### config.mk
export PLATFORM = sky130hd
export DESIGN_NAME = vga_pixel_src
export DESIGN_NICKNAME = d
export VERILOG_FILES = /design/src/rtl/vga_pkg.sv /design/src/rtl/vga_pixel_src_key_debounce.sv /design/src/rtl/vga_pixel_src.sv
export SDC_FILE = /design/constraint.sdc
export NUM_CORES = 1
export LEC_CHECK = 0
export ABC_CLOCK_PERIOD_IN_PS = 2600
export BUFFER_PORTS_ARGS = -buffer_cell sky130_fd_sc_hd__buf_2
export CELL_PAD_IN_SITES_DETAIL_PLACEMENT = 1
export CELL_PAD_IN_SITES_GLOBAL_PLACEMENT = 1
export CORE_MARGIN = 4
export CORE_UTILIZATION = 44
export DETAILED_ROUTE_END_ITERATION = 7
export PLACE_DENSITY_LB_ADDON = 0.1
export SYNTH_ARGS = -nofsm -noshare
export SYNTH_HDL_FRONTEND = slang
export SYNTH_SLANG_ARGS = --single-unit
### constraint.sdc
create_clock -name clk -period 2.6 [get_ports clk]
set_clock_uncertainty 0.15 [all_clocks]
set_input_delay 0 -clock clk [delete_from_list [all_inputs] [get_ports clk]]
set_output_delay 0 -clock clk [all_outputs]
set_load 0.01 [all_outputs]
### src/rtl/vga_pkg.sv
// ============================================================================
// Module : vga_pkg
// Brief  : Shared VGA constants, pattern-mode enum and RGB565 colours.
// Rev    : 1.0
// ============================================================================
`default_nettype none

package vga_pkg;

  localparam int H_ACT = 640;
  localparam int V_ACT = 480;

  typedef enum logic [1:0] {
    MODE_RED   = 2'd0,
    MODE_BARS  = 2'd1,
    MODE_CHECK = 2'd2,
    MODE_BOX   = 2'd3
  } mode_e;

  localparam logic [15:0] RGB_WHITE   = 16'hFFFF;
  localparam logic [15:0] RGB_YELLOW  = 16'hFFE0;
  localparam logic [15:0] RGB_CYAN    = 16'h07FF;
  localparam logic [15:0] RGB_GREEN   = 16'h07E0;
  localparam logic [15:0] RGB_MAGENTA = 16'hF81F;
  localparam logic [15:0] RGB_RED     = 16'hF800;
  localparam logic [15:0] RGB_BLUE    = 16'h001F;
  localparam logic [15:0] RGB_BLACK   = 16'h0000;

  function automatic logic [15:0] bar_colour(input logic [2:0] idx);
    logic [15:0] c;
    case (idx)
      3'd0:    c = RGB_WHITE;
      3'd1:    c = RGB_YELLOW;
      3'd2:    c = RGB_CYAN;
      3'd3:    c = RGB_GREEN;
      3'd4:    c = RGB_MAGENTA;
      3'd5:    c = RGB_RED;
      3'd6:    c = RGB_BLUE;
      default: c = RGB_BLACK;
    endcase
    return c;
  endfunction

endpackage

`default_nettype wire

### src/rtl/vga_pixel_src_key_debounce.sv
// ============================================================================
// Module : key_debounce
// Brief  : 2-flop synchroniser, stable-time debouncer and press pulse for an
//          active-low pushbutton.
// Rev    : 1.0
// ============================================================================
`default_nettype none

module key_debounce #(
  parameter int DEB_CYCLES = 500000
) (
  input  logic clk,
  input  logic rst_n,
  input  logic key_n_i,
  output logic press_o
);

  localparam int CW = (DEB_CYCLES > 1) ? $clog2(DEB_CYCLES) : 1;

  logic          sync1_q;
  logic          sync2_q;
  logic          deb_q;
  logic          press_q;
  logic [CW-1:0] cnt_q;

  always_ff @(posedge clk or negedge rst_n) begin
    if (!rst_n) begin
      sync1_q <= 1'b1;
      sync2_q <= 1'b1;
      deb_q   <= 1'b1;
      press_q <= 1'b0;
      cnt_q   <= '0;
    end else begin
      sync1_q <= key_n_i;
      sync2_q <= sync1_q;
      press_q <= 1'b0;
      // Counting runs only while the synchronised level disagrees.
      if (sync2_q == deb_q) begin
        cnt_q <= '0;
      end else if (cnt_q == CW'(DEB_CYCLES - 1)) begin
        deb_q   <= sync2_q;
        cnt_q   <= '0;
        press_q <= ~sync2_q;
      end else begin
        cnt_q <= cnt_q + CW'(1);
      end
    end
  end

  assign press_o = press_q;

endmodule

`default_nettype wire

### src/rtl/vga_pixel_src.sv
// ============================================================================
// Module : vga_pixel_src
// Brief  : RGB565 test-pattern source for the VGA timing block, one-cycle
//          latency. Define VGA_PIXEL_SRC_GRID_EN for a white grid overlay.
// Rev    : 1.0
// ============================================================================
`default_nettype none

module vga_pixel_src
  import vga_pkg::*;
#(
  parameter int H_ACT      = vga_pkg::H_ACT,
  parameter int V_ACT      = vga_pkg::V_ACT,
  parameter int DEB_CYCLES = 500000,
  parameter int BOX_SIZE   = 32,
  parameter int CHK_SHIFT  = 5
) (
  input  logic        clk,
  input  logic        rst_n,
  input  logic        frame_sync,
  input  logic        pix_req,
  input  logic        key_n,
  output logic [15:0] pix_rgb,
  output logic        pix_vld,
  output logic [1:0]  mode
);

  logic [9:0]  x_q;
  logic [8:0]  y_q;
  logic [9:0]  bx_q;
  logic [8:0]  by_q;
  logic        bdx_q;
  logic        bdy_q;
  mode_e       mode_q;
  mode_e       pend_q;
  logic [15:0] rgb_q;
  logic        vld_q;
  logic        press;
  logic [15:0] pix_d;
  logic [2:0]  bar_idx;
  logic [10:0] bx_end;
  logic [9:0]  by_end;
  logic        in_box;

  key_debounce #(
    .DEB_CYCLES(DEB_CYCLES)
  ) u_key (
    .clk    (clk),
    .rst_n  (rst_n),
    .key_n_i(key_n),
    .press_o(press)
  );

  assign bar_idx = 3'(x_q / 10'(H_ACT / 8));
  assign bx_end  = {1'b0, bx_q} + 11'(BOX_SIZE);
  assign by_end  = {1'b0, by_q} + 10'(BOX_SIZE);
  assign in_box  = (x_q >= bx_q) && ({1'b0, x_q} < bx_end) &&
                   (y_q >= by_q) && ({1'b0, y_q} < by_end);

  always_comb begin
    pix_d = RGB_BLACK;
    case (mode_q)
      MODE_RED:   pix_d = RGB_RED;
      MODE_BARS:  pix_d = bar_colour(bar_idx);
      MODE_CHECK: pix_d = (x_q[CHK_SHIFT] ^ y_q[CHK_SHIFT]) ? RGB_WHITE : RGB_BLACK;
      MODE_BOX:   pix_d = in_box ? RGB_GREEN : RGB_BLACK;
      default:    pix_d = RGB_BLACK;
    endcase
`ifdef VGA_PIXEL_SRC_GRID_EN
    if ((x_q[5:0] == 6'd0) || (y_q[5:0] == 6'd0)) pix_d = RGB_WHITE;
`endif
  end

  always_ff @(posedge clk or negedge rst_n) begin
    if (!rst_n) begin
      x_q    <= '0;
      y_q    <= '0;
      bx_q   <= '0;
      by_q   <= '0;
      bdx_q  <= 1'b1;
      bdy_q  <= 1'b1;
      mode_q <= MODE_RED;
      pend_q <= MODE_RED;
      rgb_q  <= '0;
      vld_q  <= 1'b0;
    end else begin
      vld_q <= pix_req;
      rgb_q <= pix_req ? pix_d : RGB_BLACK;

      if (press) pend_q <= mode_e'(pend_q + 2'd1);

      if (frame_sync) begin
        x_q    <= '0;
        y_q    <= '0;
        mode_q <= pend_q;
        // At a bound the box turns around and holds still for one frame.
        if (bdx_q) begin
          if (bx_q == 10'(H_ACT - BOX_SIZE)) bdx_q <= 1'b0;
          else                               bx_q  <= bx_q + 10'd1;
        end else begin
          if (bx_q == 10'd0) bdx_q <= 1'b1;
          else               bx_q  <= bx_q - 10'd1;
        end
        if (bdy_q) begin
          if (by_q == 9'(V_ACT - BOX_SIZE)) bdy_q <= 1'b0;
          else                              by_q  <= by_q + 9'd1;
        end else begin
          if (by_q == 9'd0) bdy_q <= 1'b1;
          else              by_q  <= by_q - 9'd1;
        end
      end else if (pix_req) begin
        if (x_q == 10'(H_ACT - 1)) begin
          x_q <= '0;
          y_q <= (y_q == 9'(V_ACT - 1)) ? 9'd0 : y_q + 9'd1;
        end else begin
          x_q <= x_q + 10'd1;
        end
      end
    end
  end

  assign pix_rgb = rgb_q;
  assign pix_vld = vld_q;
  assign mode    = mode_q;

endmodule

`default_nettype wire
==> run_results.csv, run 1 <==
group,metric,value,unit
sta,final-setup-viol-count,0,
critical_path,start_kind,"flop",
yosys,mappedNetlistArea,4960,um2
yosys,synth_common_cells,"dfrtp_1 (66), nor2_1 (55), ha_1 (49), nand2_1 (41), inv_1 (34)",
yosys,synth_nets,599,
global_route,track_usage,20.3,%
yosys,post_synth_num_cell_types,59,
cts,clock_latency,340,ps
run,maxCapViolations,0,
finish,fin_area,5600,um2
die,io_pins,24,
drt,top_layer,"met4",
critical_path,r2r_cells,8,
drt,drtIter0Drc,183,
cts,numCtsBuffers,9,
sta,whs,155,ps
critical_path,arrival,2530,ps
yosys,synth_top_flop_cell,"dfrtp_1",
place,dp_hpwl,9.03,mm
critical_path,end_kind,"flop",
sta,worstMarginPinSlew,945,ps
die,die_w,114,um
cts,root_buffer,"clkbuf_16",
yosys,ys_seq_elements,71,
sta,drv_slew,0,
cts,clock_sinks,71,
yosys,synthTopCellsByArea,"dfrtp_1 (33%), ha_1 (12%), xnor2_1 (4.9%), nor2_1 (4.2%), xor2_1 (3.9%)",
die,initial_core_util,45.4,%
drt,ant_nets,0,
global_route,grt_max_degree,72,
cts,cts_buffer_depth,2,
die,core_area,10900,um2
cts,htreeDepth,3,
die,die_h,114,um
drt,wl_met3,223,um
yosys,synthCells,543,
yosys,yosysMostFrequentCell,"dfrtp_1",
critical_path,critPathLaunch,"bdx_q",
place,place.gp.congestion,0.797,
critical_path,cp_cell_sequence,"inv_1, ha_1, or3_1, or3_1, o211ai_1, xnor2_1, nor2_1, xnor2_1",
finish,antenna_cells,0,
critical_path,regToRegSetupSlack,150,ps
place,placed_area,5210,um2
critical_path,worstSetupPathType,"flop to flop",
drt,detail_route.drc_violations,0,
global_route,grt.overflow.total,0,
yosys,ys_warn_count,0,
power,max-vdd-ir-drop,428,uV
sta,fmax,407,MHz
run_status,outcome,"finished clean",
drt,met2_length,6.29,mm
drt,via_per_inst,5.65,
min_path,min_path_type,"input port to flop",
critical_path,critical_path.max_fanout,7,
critical_path,critical_path.max_stage_delay,530,ps
critical_path,r2r-end,"bx_q[9]",
sta,fin_crit,2450,ps
global_route,grt_pass1_wl,21.3,mm
cts,post_cts_buffers,0,
finish,postLayoutCoreUtil,51.2,%
yosys,synth_seq_area_share,35.9,%
critical_path,crit_end,"bx_q[9]",
global_route,grt_pass1_vias,4325,
finish,area_growth,12.9,%
sta,finalHoldViolCount,0,
cts,clkTransAtPathRegs,60,ps
sta,rsz0062_at_grt,"false",
die,fp-row-count,38,
drt,wl_met1,5.77,mm
critical_path,regToRegStartpoint,"bdx_q",
yosys,synth_edf_count,0,
power,power_density,670,nW/um2
place,numPortBuffers,23,
power,p_leak,2.68,nW
yosys,yosysTopAreaCellShare,33.3,%
drt,dr.pass1.iters,4,
drt,dr_total_vias,4043,
critical_path,crit_slowest_cell,"dfstp_2",
sta,period_share,94.4,%
critical_path,worstPathRequired,2680,ps
yosys,syn_avg_cell_area,9.14,um2
drt,wire_per_inst,17.5,um
sta,max_slew_margin,37.0,%
finish,final_nets,626,
global_route,antenna_found_initial,0,
finish,drive_gt1_share,14.3,%
die,die-area,13000,um2
cts,cts_tree,"built",
yosys,synthArstFlopShare,100,%
yosys,synth_top_cell_by_area,"dfrtp_1",
drt,drt_wl_total,12.5,mm
[stage by stage]
stage | setup slack (ps) | power, W | std cells | setup TNS [ps]
finish | 145 | 0.00375 | 715 | 0
global route | 7.71 | 0.00401 | 715 | 0
CTS | 50.4 | 0.00380 | 715 | 0
detailed placement | -25.3 | 0.00238 | 695 | -25.3
global placement | 91.2 | 0.00232 | 695 | 0
floorplan | 212 | 0.00208 | 543 | 0
[registers in the layout, summed over array words and instances, names as in the netlist]
signal / flops
u_key.deb_q: 1
u_key.cnt_q: 19
bdx_q: 1
x_q: 10
pix_vld: 1
u_key.sync2_q: 1
u_key.sync1_q: 1
pix_rgb: 3
bx_q: 10
bdy_q: 1
pend_q: 2
u_key.press_o: 1
by_q: 9
y_q: 9
mode: 2
[cell type report]
cell class / count / area, um2
sequential: 71 / 1780
fill: 1287 / 5330
multi-input combinational: 411 / 2900
timing repair buffer: 43 / 290
clock inverter: 7 / 104
clock buffer: 9 / 225
tap: 140 / 175
inverter: 34 / 128
[per-layer routing]
| metal | up-vias | global-route usage [%] |
|---|---|---|
| met5 | - | 0 |
| met4 | 0 | 6.81 |
| met3 | 18 | 3.70 |
| met2 | 28 | 34.9 |
| met1 | 2024 | 25.9 |
| li1 | 1973 | - |
[layout by cell type, fill, tap and decap left out, types with 6 or more instances in the layout]
cell / Yosys / layout
a21o_1: 8 / 8
o21ai_0: 33 / 33
nand2_1: 41 / 41
and3_1: 6 / 6
nor4_1: 8 / 8
dfrtp_1: 66 / 66
buf_4: 15 / 16
xnor2_1: 28 / 28
nor2_1: 55 / 55
xor2_1: 22 / 22
o21ai_2: 6 / 6
clkbuf_16: 0 / 9
nand2b_1: 10 / 10
nor3_1: 6 / 6
ha_1: 49 / 49
inv_1: 34 / 34
a21oi_1: 21 / 21
buf_2: 2 / 22
mux2_2: 6 / 6
nand4_1: 10 / 10
nand3_1: 21 / 21
nor2b_1: 8 / 8
[power breakdown]
group / switching (W) / internal (W) / total (W) / leakage, nW
registers: 0.000168 / 0.00123 / 0.00140 / 0.920
clock network: 0.000540 / 0.000854 / 0.00139 / 0.161
logic: 0.000534 / 0.000429 / 0.000962 / 1.60
total: 0.00124 / 0.00251 / 0.00375 / 2.68
[critical path, delay by kind of cell, from the launching register on]
family                   cells  cell delay (ps)
XOR/XNOR                     2              260
AND/OR/NAND/NOR              3              810
adder cells (fa/ha/maj)      1              260
buffers and inverters        1              140
flip-flops                   1              530
AO/OA/AOI/OAI                1              190
[worst min path at each step]
stage                      from       endpoint  slack [ps]  cells after the start
after floorplan           rst_n        bx_q[0]        -450                      0
after global placement    key_n  u_key.sync1_q         -40                      1
after detailed placement  key_n  u_key.sync1_q         -40                      1
after CTS                 key_n  u_key.sync1_q         150                      2
after global routing      key_n  u_key.sync1_q         160                      2
final                     key_n  u_key.sync1_q         160                      2
[cell families (layout without fill, tap and decap cells)]
family,count (synthesis),in the layout,share of synthesized area [%]
AND/OR/NAND/NOR,186,186,18.7
AO/OA/AOI/OAI,115,115,15.3
flip-flops,71,71,35.9
buffers and inverters,61,93,6.15
adder cells (fa/ha/maj),51,51,13.2
XOR/XNOR,50,50,8.83
multiplexers,9,9,1.97
[timing repair]
item | 4_1_cts | 5_1_grt
resized for setup | 1 | 3
endpoints found under the setup margin | 1 | 1
hold buffers | 4 | 0
hold endpoints to repair | 73 | 0
Power figures use the tool's default switching activity.
==> run 2, diff against run 1 <==
--- a/config.mk
+++ b/config.mk
@@ -9,9 +9,10 @@
 export BUFFER_PORTS_ARGS = -buffer_cell sky130_fd_sc_hd__buf_2
 export CELL_PAD_IN_SITES_DETAIL_PLACEMENT = 1
 export CELL_PAD_IN_SITES_GLOBAL_PLACEMENT = 1
-export CORE_MARGIN = 4
+export CORE_MARGIN = 3
 export CORE_UTILIZATION = 44
 export DETAILED_ROUTE_END_ITERATION = 7
+export GPL_ROUTABILITY_DRIVEN = 0
 export PLACE_DENSITY_LB_ADDON = 0.1
 export SYNTH_ARGS = -nofsm -noshare
 export SYNTH_HDL_FRONTEND = slang
==> constraint.sdc (replaced) <==
create_clock -name clk -period 2.6 [get_ports clk]
set_clock_uncertainty 0.15 [all_clocks]
set_input_delay 0.52 -clock clk [delete_from_list [all_inputs] [get_ports clk]]
set_output_delay 0.52 -clock clk [all_outputs]
set_load 0.01 [all_outputs]
==> run_results.csv, run 2 (same netlist as run 1, synthesis figures left out) <==
group,metric,value,unit
sta,finalHoldViolCount,0,
critical_path,worstSetupPathType,"flop to flop",
power,p_leak,2.68,nW
critical_path,crit_slowest_cell,"dfstp_2",
cts,clock_latency,340,ps
finish,drive_gt1_share,16.3,%
drt,dr_total_vias,4041,
sta,max_slew_margin,65.7,%
die,die_h,112,um
critical_path,critPathTopFamily,"simple AND/OR/NAND/NOR gates",
power,power,0.00363,W
critical_path,start_kind,"flop",
place,post-place-ws,96.6,ps
sta,rsz0062_at_grt,"true",
global_route,grt_pass1_vias,4287,
sta,drv_slew,0,
drt,drt_wl_total,12.3,mm
die,io_pins,24,
critical_path,regToRegSetupSlack,40,ps
finish,antenna_cells,0,
cts,hold_buffers,0,
sta,fin_ws,43.4,ps
place,dp_hpwl,9.13,mm
finish,area_growth,13.1,%
die,die_w,112,um
critical_path,cp_num_buf_inv,2,
finish,layout.cells.non_filler,718,
place,dp.cells,697,
cts,numCtsBuffers,9,
finish,largest_reg_flops,19,
drt,dr.pass1.iters,4,
critical_path,regToRegStartpoint,"bdx_q",
power,max-vdd-ir-drop,583,uV
critical_path,critical_path.max_stage_delay,550,ps
drt,wire_per_inst,17.1,um
global_route,grt_pass1_wl,21.4,mm
finish,final_nets,629,
critical_path,cp_cell_sequence,"clkinvlp_4, buf_4, ha_2, or3_4, or3_1, o211ai_1, xnor2_1, nor2_1, xnor2_1",
die,initial_core_util,45.4,%
finish,postLayoutCoreUtil,51.3,%
cts,clkTransAtPathRegs,60,ps
cts,cts_tree,"built",
drt,drtIter0Drc,169,
place,numPortBuffers,23,
finish,final_common_cell,"dfrtp_1",
global_route,antenna_found_initial,0,
finish,largestRegisters,"u_key.cnt_q: 19 flops, bx_q: 10 flops, x_q: 10 flops",
drt,detail_route.drc_violations,0,
run_status,outcome,"finished clean",
critical_path,critical_path.max_fanout,6,
global_route,grt_max_degree,37,
sta,fmax,391,MHz
die,fp-row-count,38,
global_route,track_usage,20.7,%
run,maxCapViolations,0,
finish,largest-register,"u_key.cnt_q",
cts,root_buffer,"clkbuf_16",
sta,worstMarginPinSlew,514,ps
cts,htreeDepth,3,
drt,ant_nets,0,
critical_path,arrival,2630,ps
sta,fin_crit,2560,ps
critical_path,r2r-end,"bx_q[9]",
die,core_area,10900,um2
sta,period_share,98.3,%
min_path,min_path_type,"input port to async pin",
drt,via_per_inst,5.63,
critical_path,path_common_cell,"xnor2_1",
critical_path,end_kind,"flop",
critical_path,worstPathRequired,2670,ps
cts,clock_sinks,71,
sta,whs,7.50,ps
sta,final-setup-viol-count,0,
global_route,grt.overflow.total,0,
power,power_density,646,nW/um2
finish,final_cell_mix,"dfrtp_1 (66), nor2_1 (55), ha_1 (45)",
cts,cts_buffer_depth,2,
critical_path,r2r_cells,9,
die,die-area,12600,um2
## run 2: cell count changes in the layout (fill, tap and decap cells not counted), sizes merged
| cell | previous run | this run |
|---|---|---|
| bufinv | 2 | 1 |
| clkinvlp | 0 | 2 |
| clkbuf | 9 | 10 |
| dlygate4sd3 | 4 | 0 |
| buf | 39 | 46 |
| inv | 37 | 35 |
## run 2: worst register-to-register path, delay by kind of cell, from the launching register on
family	cells	cell delay (ps)
AND/OR/NAND/NOR	3	770
flip-flops	1	550
buffers and inverters	2	320
XOR/XNOR	2	270
adder cells (fa/ha/maj)	1	190
AO/OA/AOI/OAI	1	190
## run 2: cell type report
class                      count  area [um2]
clock buffer                  10         229
inverter                      34         131
clock inverter                 6        68.8
tap                          140         175
fill                        1270        5320
multi-input combinational    411        2920
timing repair buffer          46         303
sequential                    71        1780
## run 2: worst max-delay path by stage
stage	cells past startpoint	start	slack, ps	to
after floorplan	8	bdx_q	210	bx_q[9]
after global placement	8	bx_q[6]	100	pix_rgb[10]
after detailed placement	9	bdx_q	100	bx_q[6]
after CTS	8	bdy_q	60	by_q[8]
after global routing	9	bdx_q	-60	bx_q[9]
final	9	bdx_q	40	bx_q[9]
## run 2: power breakdown
part	switching, W	internal [W]
registers	0.000173	0.00123
clock network	0.000509	0.000750
logic	0.000526	0.000437
total	0.00121	0.00242
## run 2: layer usage
| layer | vias to the layer above | GRT usage (%) | routed length (um) |
|---|---|---|---|
| li1 | 1969 | - | - |
| met2 | 31 | 36.8 | 6250 |
| met5 | - | 0 | 0 |
| met1 | 2029 | 25.5 | 5630 |
| met3 | 12 | 4.69 | 241 |
| met4 | 0 | 5.05 | 131 |
## run 2: metrics by stage
step,TNS [ps],area (um2)
final,0,5610
after global placement,0,5230
after CTS,0,5520
after floorplan,0,4960
after global routing,-67.8,5610
after detailed placement,0,5230
## run 2: timing repair
item / in CTS / in global routing
setup buffers: 0 / 5
endpoints found under the setup margin: 0 / 6
resized for setup: 0 / 10
